## src/rtl/mem_arbiter_pkg.sv

```systemverilog
// Shared definitions for the two-port memory arbiter.
// Holds the memory command encoding, the arbiter FSM state type, the
// address/data widths and a helper that maps reserved commands to MNONE.
package mem_arbiter_pkg;

  localparam int ADDR_W = 9;
  localparam int DATA_W = 16;

  // Memory command encoding; 2'b11 is reserved and treated as a no-op.
  typedef enum logic [1:0] {
    MNONE  = 2'b00,
    MREAD  = 2'b01,
    MWRITE = 2'b10
  } mem_cmd_e;

  typedef enum logic [1:0] {
    IDLE  = 2'b00,
    ISSUE = 2'b01,
    WAIT  = 2'b10,
    DONE  = 2'b11
  } state_e;

  // Only MREAD and MWRITE reach the memory; anything else becomes MNONE.
  function automatic logic [1:0] legal_cmd(input logic [1:0] cmd);
    if (cmd == MREAD || cmd == MWRITE) begin
      return cmd;
    end
    return MNONE;
  endfunction

endpackage

```

## src/rtl/mem_arbiter_rr_pick2.sv

```systemverilog
// Two-way round-robin pick: combinational, zero latency, no backpressure.
// Ports: req[1:0] requests (bit n = port n), last = port granted last time,
//        winner = selected port index, any = at least one request present.
module rr_pick2 (
  input  logic [1:0] req,
  input  logic       last,
  output logic       winner,
  output logic       any
);

  always_comb begin
    any    = req[0] | req[1];
    // On a tie the port that did not win last time goes first; otherwise
    // the lone requester wins (req[1] is 1 only when port 1 is the one).
    winner = (req == 2'b11) ? ~last : req[1];
  end

endmodule

```

## src/rtl/mem_arbiter.sv

```systemverilog
// Two-port round-robin arbiter in front of a single-ported memory.
// Latency: gnt to done is 2 cycles for write/no-op, 2+READ_LAT for read.
// Backpressure: one access in flight; requests wait in IDLE until re-arbitrated.
//
// Ports:
//   clk, reset (async, active low)
//   p0_* / p1_*   : req, cmd, addr, wdata in; gnt and done one-cycle pulses out
//   rdata         : last captured read result, valid with the owner's done
//   mem_cmd/addr/wdata out, mem_rdata in : shared memory interface
module mem_arbiter
  import mem_arbiter_pkg::*;
#(
  parameter int READ_LAT = 1
) (
  input  logic              clk,
  input  logic              reset,

  input  logic              p0_req,
  input  logic [1:0]        p0_cmd,
  input  logic [ADDR_W-1:0] p0_addr,
  input  logic [DATA_W-1:0] p0_wdata,
  output logic              p0_gnt,
  output logic              p0_done,

  input  logic              p1_req,
  input  logic [1:0]        p1_cmd,
  input  logic [ADDR_W-1:0] p1_addr,
  input  logic [DATA_W-1:0] p1_wdata,
  output logic              p1_gnt,
  output logic              p1_done,

  output logic [DATA_W-1:0] rdata,

  output logic [1:0]        mem_cmd,
  output logic [ADDR_W-1:0] mem_addr,
  output logic [DATA_W-1:0] mem_wdata,
  input  logic [DATA_W-1:0] mem_rdata
);

  // WAIT runs for READ_LAT cycles; the counter counts down to zero.
  localparam logic [1:0] LAT_INIT = 2'(READ_LAT - 1);

  state_e              state;
  logic                last;     // port granted most recently
  logic                owner;    // port owning the access in flight
  logic [1:0]          cmd_q;
  logic [ADDR_W-1:0]   addr_q;
  logic [DATA_W-1:0]   wdata_q;
  logic [1:0]          lat_cnt;

  logic                pick;
  logic                pick_any;

  rr_pick2 u_pick (
    .req    ({p1_req, p0_req}),
    .last   (last),
    .winner (pick),
    .any    (pick_any)
  );

  always_ff @(posedge clk or negedge reset) begin
    if (!reset) begin
      state     <= IDLE;
      last      <= 1'b1;
      owner     <= 1'b0;
      cmd_q     <= MNONE;
      addr_q    <= '0;
      wdata_q   <= '0;
      lat_cnt   <= '0;
      p0_gnt    <= 1'b0;
      p1_gnt    <= 1'b0;
      p0_done   <= 1'b0;
      p1_done   <= 1'b0;
      rdata     <= '0;
      mem_cmd   <= MNONE;
      mem_addr  <= '0;
      mem_wdata <= '0;
    end else begin
      p0_gnt  <= 1'b0;
      p1_gnt  <= 1'b0;
      p0_done <= 1'b0;
      p1_done <= 1'b0;

      case (state)
        IDLE: begin
          if (p0_gnt || p1_gnt) begin
            // Grant cycle: the request is already latched, so requester
            // inputs are ignored here and the memory registers are loaded
            // so the command is visible for the whole ISSUE cycle.
            state     <= ISSUE;
            mem_cmd   <= legal_cmd(cmd_q);
            mem_addr  <= addr_q;
            mem_wdata <= wdata_q;
          end else if (pick_any) begin
            owner   <= pick;
            last    <= pick;
            p0_gnt  <= ~pick;
            p1_gnt  <= pick;
            cmd_q   <= pick ? p1_cmd   : p0_cmd;
            addr_q  <= pick ? p1_addr  : p0_addr;
            wdata_q <= pick ? p1_wdata : p0_wdata;
          end
        end

        ISSUE: begin
          if (cmd_q == MREAD) begin
            // Keep MREAD and the address on the bus through WAIT.
            state   <= WAIT;
            lat_cnt <= LAT_INIT;
          end else begin
            // Writes and no-ops finish straight away.
            state   <= DONE;
            mem_cmd <= MNONE;
            p0_done <= ~owner;
            p1_done <= owner;
          end
        end

        WAIT: begin
          if (lat_cnt == 2'd0) begin
            rdata   <= mem_rdata;
            mem_cmd <= MNONE;
            state   <= DONE;
            p0_done <= ~owner;
            p1_done <= owner;
          end else begin
            lat_cnt <= lat_cnt - 2'd1;
          end
        end

        DONE: begin
          state <= IDLE;
        end

        default: begin
          state   <= IDLE;
          mem_cmd <= MNONE;
        end
      endcase
    end
  end

endmodule
```

## config.mk

```make
export PLATFORM = sky130hd
export DESIGN_NAME = mem_arbiter
export DESIGN_NICKNAME = d
export VERILOG_FILES = /design/src/rtl/mem_arbiter_pkg.sv /design/src/rtl/mem_arbiter_rr_pick2.sv /design/src/rtl/mem_arbiter.sv
export SDC_FILE = /design/constraint.sdc
export NUM_CORES = 1
export LEC_CHECK = 0
export ABC_AREA = 1
export CAP_MARGIN = 40
export CORE_UTILIZATION = 38
export DETAILED_ROUTE_END_ITERATION = 8
export PLACE_DENSITY = 0.68
export RECOVER_POWER = 50
export SYNTH_ARGS = -nofsm -noshare
export SYNTH_HDL_FRONTEND = slang
export SYNTH_SLANG_ARGS = --single-unit
export TNS_END_PERCENT = 30
```

## constraint.sdc

```tcl
create_clock -name clk -period 2.7 [get_ports clk]
set_input_delay 0.405 -clock clk [delete_from_list [all_inputs] [get_ports clk]]
set_output_delay 0.405 -clock clk [all_outputs]
set_load 0.005 [all_outputs]
```

==> out/qor.csv <==
metric;value;unit
outcome;complete, but fails checks;
violations;max-capacitance violations, max-slew violations;
drt-wirelength-per-cell;12.91;um
cp.required;2.93;ns
clk_latency;0.35;ns
power.leakage;2.595;nW
max_clock_freq;449.0;MHz
sw_frac_of_total;35.50;%
max_cap_violations;1;
routed_wl;8738;um
cts_buffers;9;
yosys-top-cells-count;nand2_1, dfrtp_1, nand3_1;
drtIter0Drc;136;
utilization;55.56;%
cp_cell_sequence;inv_1, ha_1, nand3_4, nor2_4, inv_2, nand2_1, nand2_1;
finalWeightedCongestion;0.8354;
core_area;0.009240;sq mm
min_to;p0_done;
grt.overflow.total;0;
tns;0;ns
yosysTopAreaCell;dfrtp_1;
reg2reg_depth;7;
syn-num-nets;507;
post-route-min-period;2.227;ns
ant_nets;0;
cts_buffer_depth;2;
finalNonFillerCells;677;
cts_num_sinks;80;
total_power;5.342;mW
io_pins;121;
cp_slowest_stage_delay;0.54;ns
p_comb_share;42.7;%
netlist_instances;426;
hold_viol;0;
report.final.slew_viol_count;26;
reg2reg_from;state[1];
yosys_register_bits;80;
min_path_cells;1;
cp-start-kind;flip-flop;
syn_area_per_cell;8.526;sq um
regToRegSetupSlack;0.47;ns
synthTopCellsByArea;dfrtp_1, nand2_1, mux2_2, nand3_1, buf_6;
syn-cell-area;0.003632;sq mm
syn2layout_area_growth;41.34;%
antennaDiodeCount;0;
finalNetCount;624;
tightest_slew;1.501;ns
vdd_drop_max;0.0005703;V
setup_ws;0.4729;ns
async_flop_share;100.0;%
ys_seq_area_share;55.15;%
crit_type;reg2reg;
fillers;865;
yosysWarningCount;0;
portBuffers;120;
synthFlopType;dfrtp_1;
yosysUniqueCellTypes;20;
use_met1;23.65;%
vias_per_cell;4.557;
dieArea;0.009953;sq mm
gr-usage-all-layers;19.01;%
clockPowerShare;18.4;%
antenna_found_initial;0;
drt-pass1-iter-count;4;
num_vias;3085;
period_share;82.48;%
drive_above_1_share;7.847;%
final_area;0.005134;sq mm
crit_path_max_fanout;29;
critPathTopFamily;simple AND/OR/NAND/NOR gates;
p_sw;1.897;mW
grt_util_met2;33.16;%
setup_viol;0;
h-tree-depth;3;
whs;0.4380;ns
rsz0062_at_grt;false;
num_rows;35;
clock-skew-final;0.01383;ns
synth.most_common_cell;nand2_1;
die_h;99.77;um
hold_path_class;reg2reg;
dpl_cell_area;0.004907;sq mm
multi_input_area;0.001426;sq mm
detailed_place_hpwl;6127;um
dpl_worst_slack;0.3959;ns
end_kind;flip-flop;
seqPwrFrac;38.8;%
synth-edff-count;0;
use_met3;2.881;%
cp-startpoint;state[1];
slew_headroom;-0.03539;%
power_density;1041;mW/mm^2
holdCritStartpoint;owner;
grt_pass1_wl;14740;um
p_int;3.446;mW
grt_max_degree;55;
post-cts-setup-buffers;0;
cts_tree;yes;
synth_top_area_share;54.43;%
drcViolationCount;0;
crit_top_cell;nand2_1;
clkTransAtPathRegs;0.08;ns
grt_pass1_vias;3080;
dp_cells;660;
r2r-end;addr_q[2];
seq_area;0.002003;sq mm
cp_slowest_cell;nor2_4;
path_buf_inv;2;
critPathArrivalTime;2.46;ns
top_usage_layer;met2;
die_w;99.77;um
cts_root_buffer;clkbuf_8;
floorplan.initialDensity;39.31;%
## logic make-up after synthesis
group,Yosys count,synth area share (%)
simple gates,281,30.93
buf+inv,35,5.581
fa+ha+maj,7,2.411
flops,80,55.15
compound gates,7,0.9644
mux,16,4.960
## worst reg2reg max path, cell delays in order (launching register included)
cell and delay (ns):
dfrtp_1 0.42, inv_1 0.13, ha_1 0.25, nand3_4 0.14
nor2_4 0.55, inv_2 0.41, nand2_1 0.15, nand2_1 0.07
## per-layer routing
layer  part of all wire [%]  vias to the layer above  wire length, um
met5                      0                        -                0
li1                       -                     1554                -
met1                     43                     1457             3793
met4                    1.3                        0              111
met2                     52                       65             4501
met3                    3.8                        9              332
## worst max path at each step
| stage | endpoint | slack, ns | cells after the start |
|---|---|---|---|
| finish | addr_q[2] | 0.47 | 7 |
| global route | wdata_q[7] | 0.26 | 7 |
| CTS | addr_q[2] | 0.44 | 7 |
| detailed placement | addr_q[2] | 0.40 | 6 |
| global placement | addr_q[3] | 0.47 | 6 |
| floorplan | addr_q[0] | 1.22 | 10 |
## cell type report
class / count / share of cell area, %
flip-flops and latches: 80 / 39.02
multi-input cells: 311 / 27.78
repair buffers: 125 / 24.59
well taps: 129 / 3.144
clock buffers: 10 / 2.486
clock inverters: 6 / 1.804
inverters: 16 / 1.170
## flip-flops by register name, summed over array words and instances (netlist names)
signal and count:
last 1, lat_cnt 2, p0_gnt 1, owner 1, rdata 16, addr_q 9, p0_done 1, p1_done 1
mem_cmd 2, mem_addr 9, mem_wdata 16, state 2, wdata_q 16, cmd_q 2, p1_gnt 1
## repair_timing
item                                   4_1_cts  5_1_grt
endpoints found under the hold margin       26        0
resized for setup                            0        0
hold buffers                                 1        0
## power by group through the flow
stage / Clock (mW) / Combinational [mW] / Sequential, mW
floorplan: 0 / 1.31 / 2.08
global placement: 0 / 2.26 / 2.08
detailed placement: 0 / 2.34 / 2.10
CTS: 1.00 / 2.36 / 2.08
global route: 1.06 / 2.58 / 2.16
finish: 0.985 / 2.28 / 2.08
## cell usage in the layout (no fill, tap or decap), drive strengths merged
cell type	netlist	layout
ha	7	7
mux2	16	16
clkdlybuf4s50	0	105
inv	16	17
dfrtp	79	79
clkbuf	3	11
nor2	8	8
bufinv	0	2
clkinv	0	1
dlygate4sd3	0	15
o21ai	6	6
a21oi	1	1
buf	16	4
dfstp	1	1
nand3	32	32
nand2	240	240
clkinvlp	0	2
nor3	1	1
Note: power is estimated with default switching activity, not from simulation.
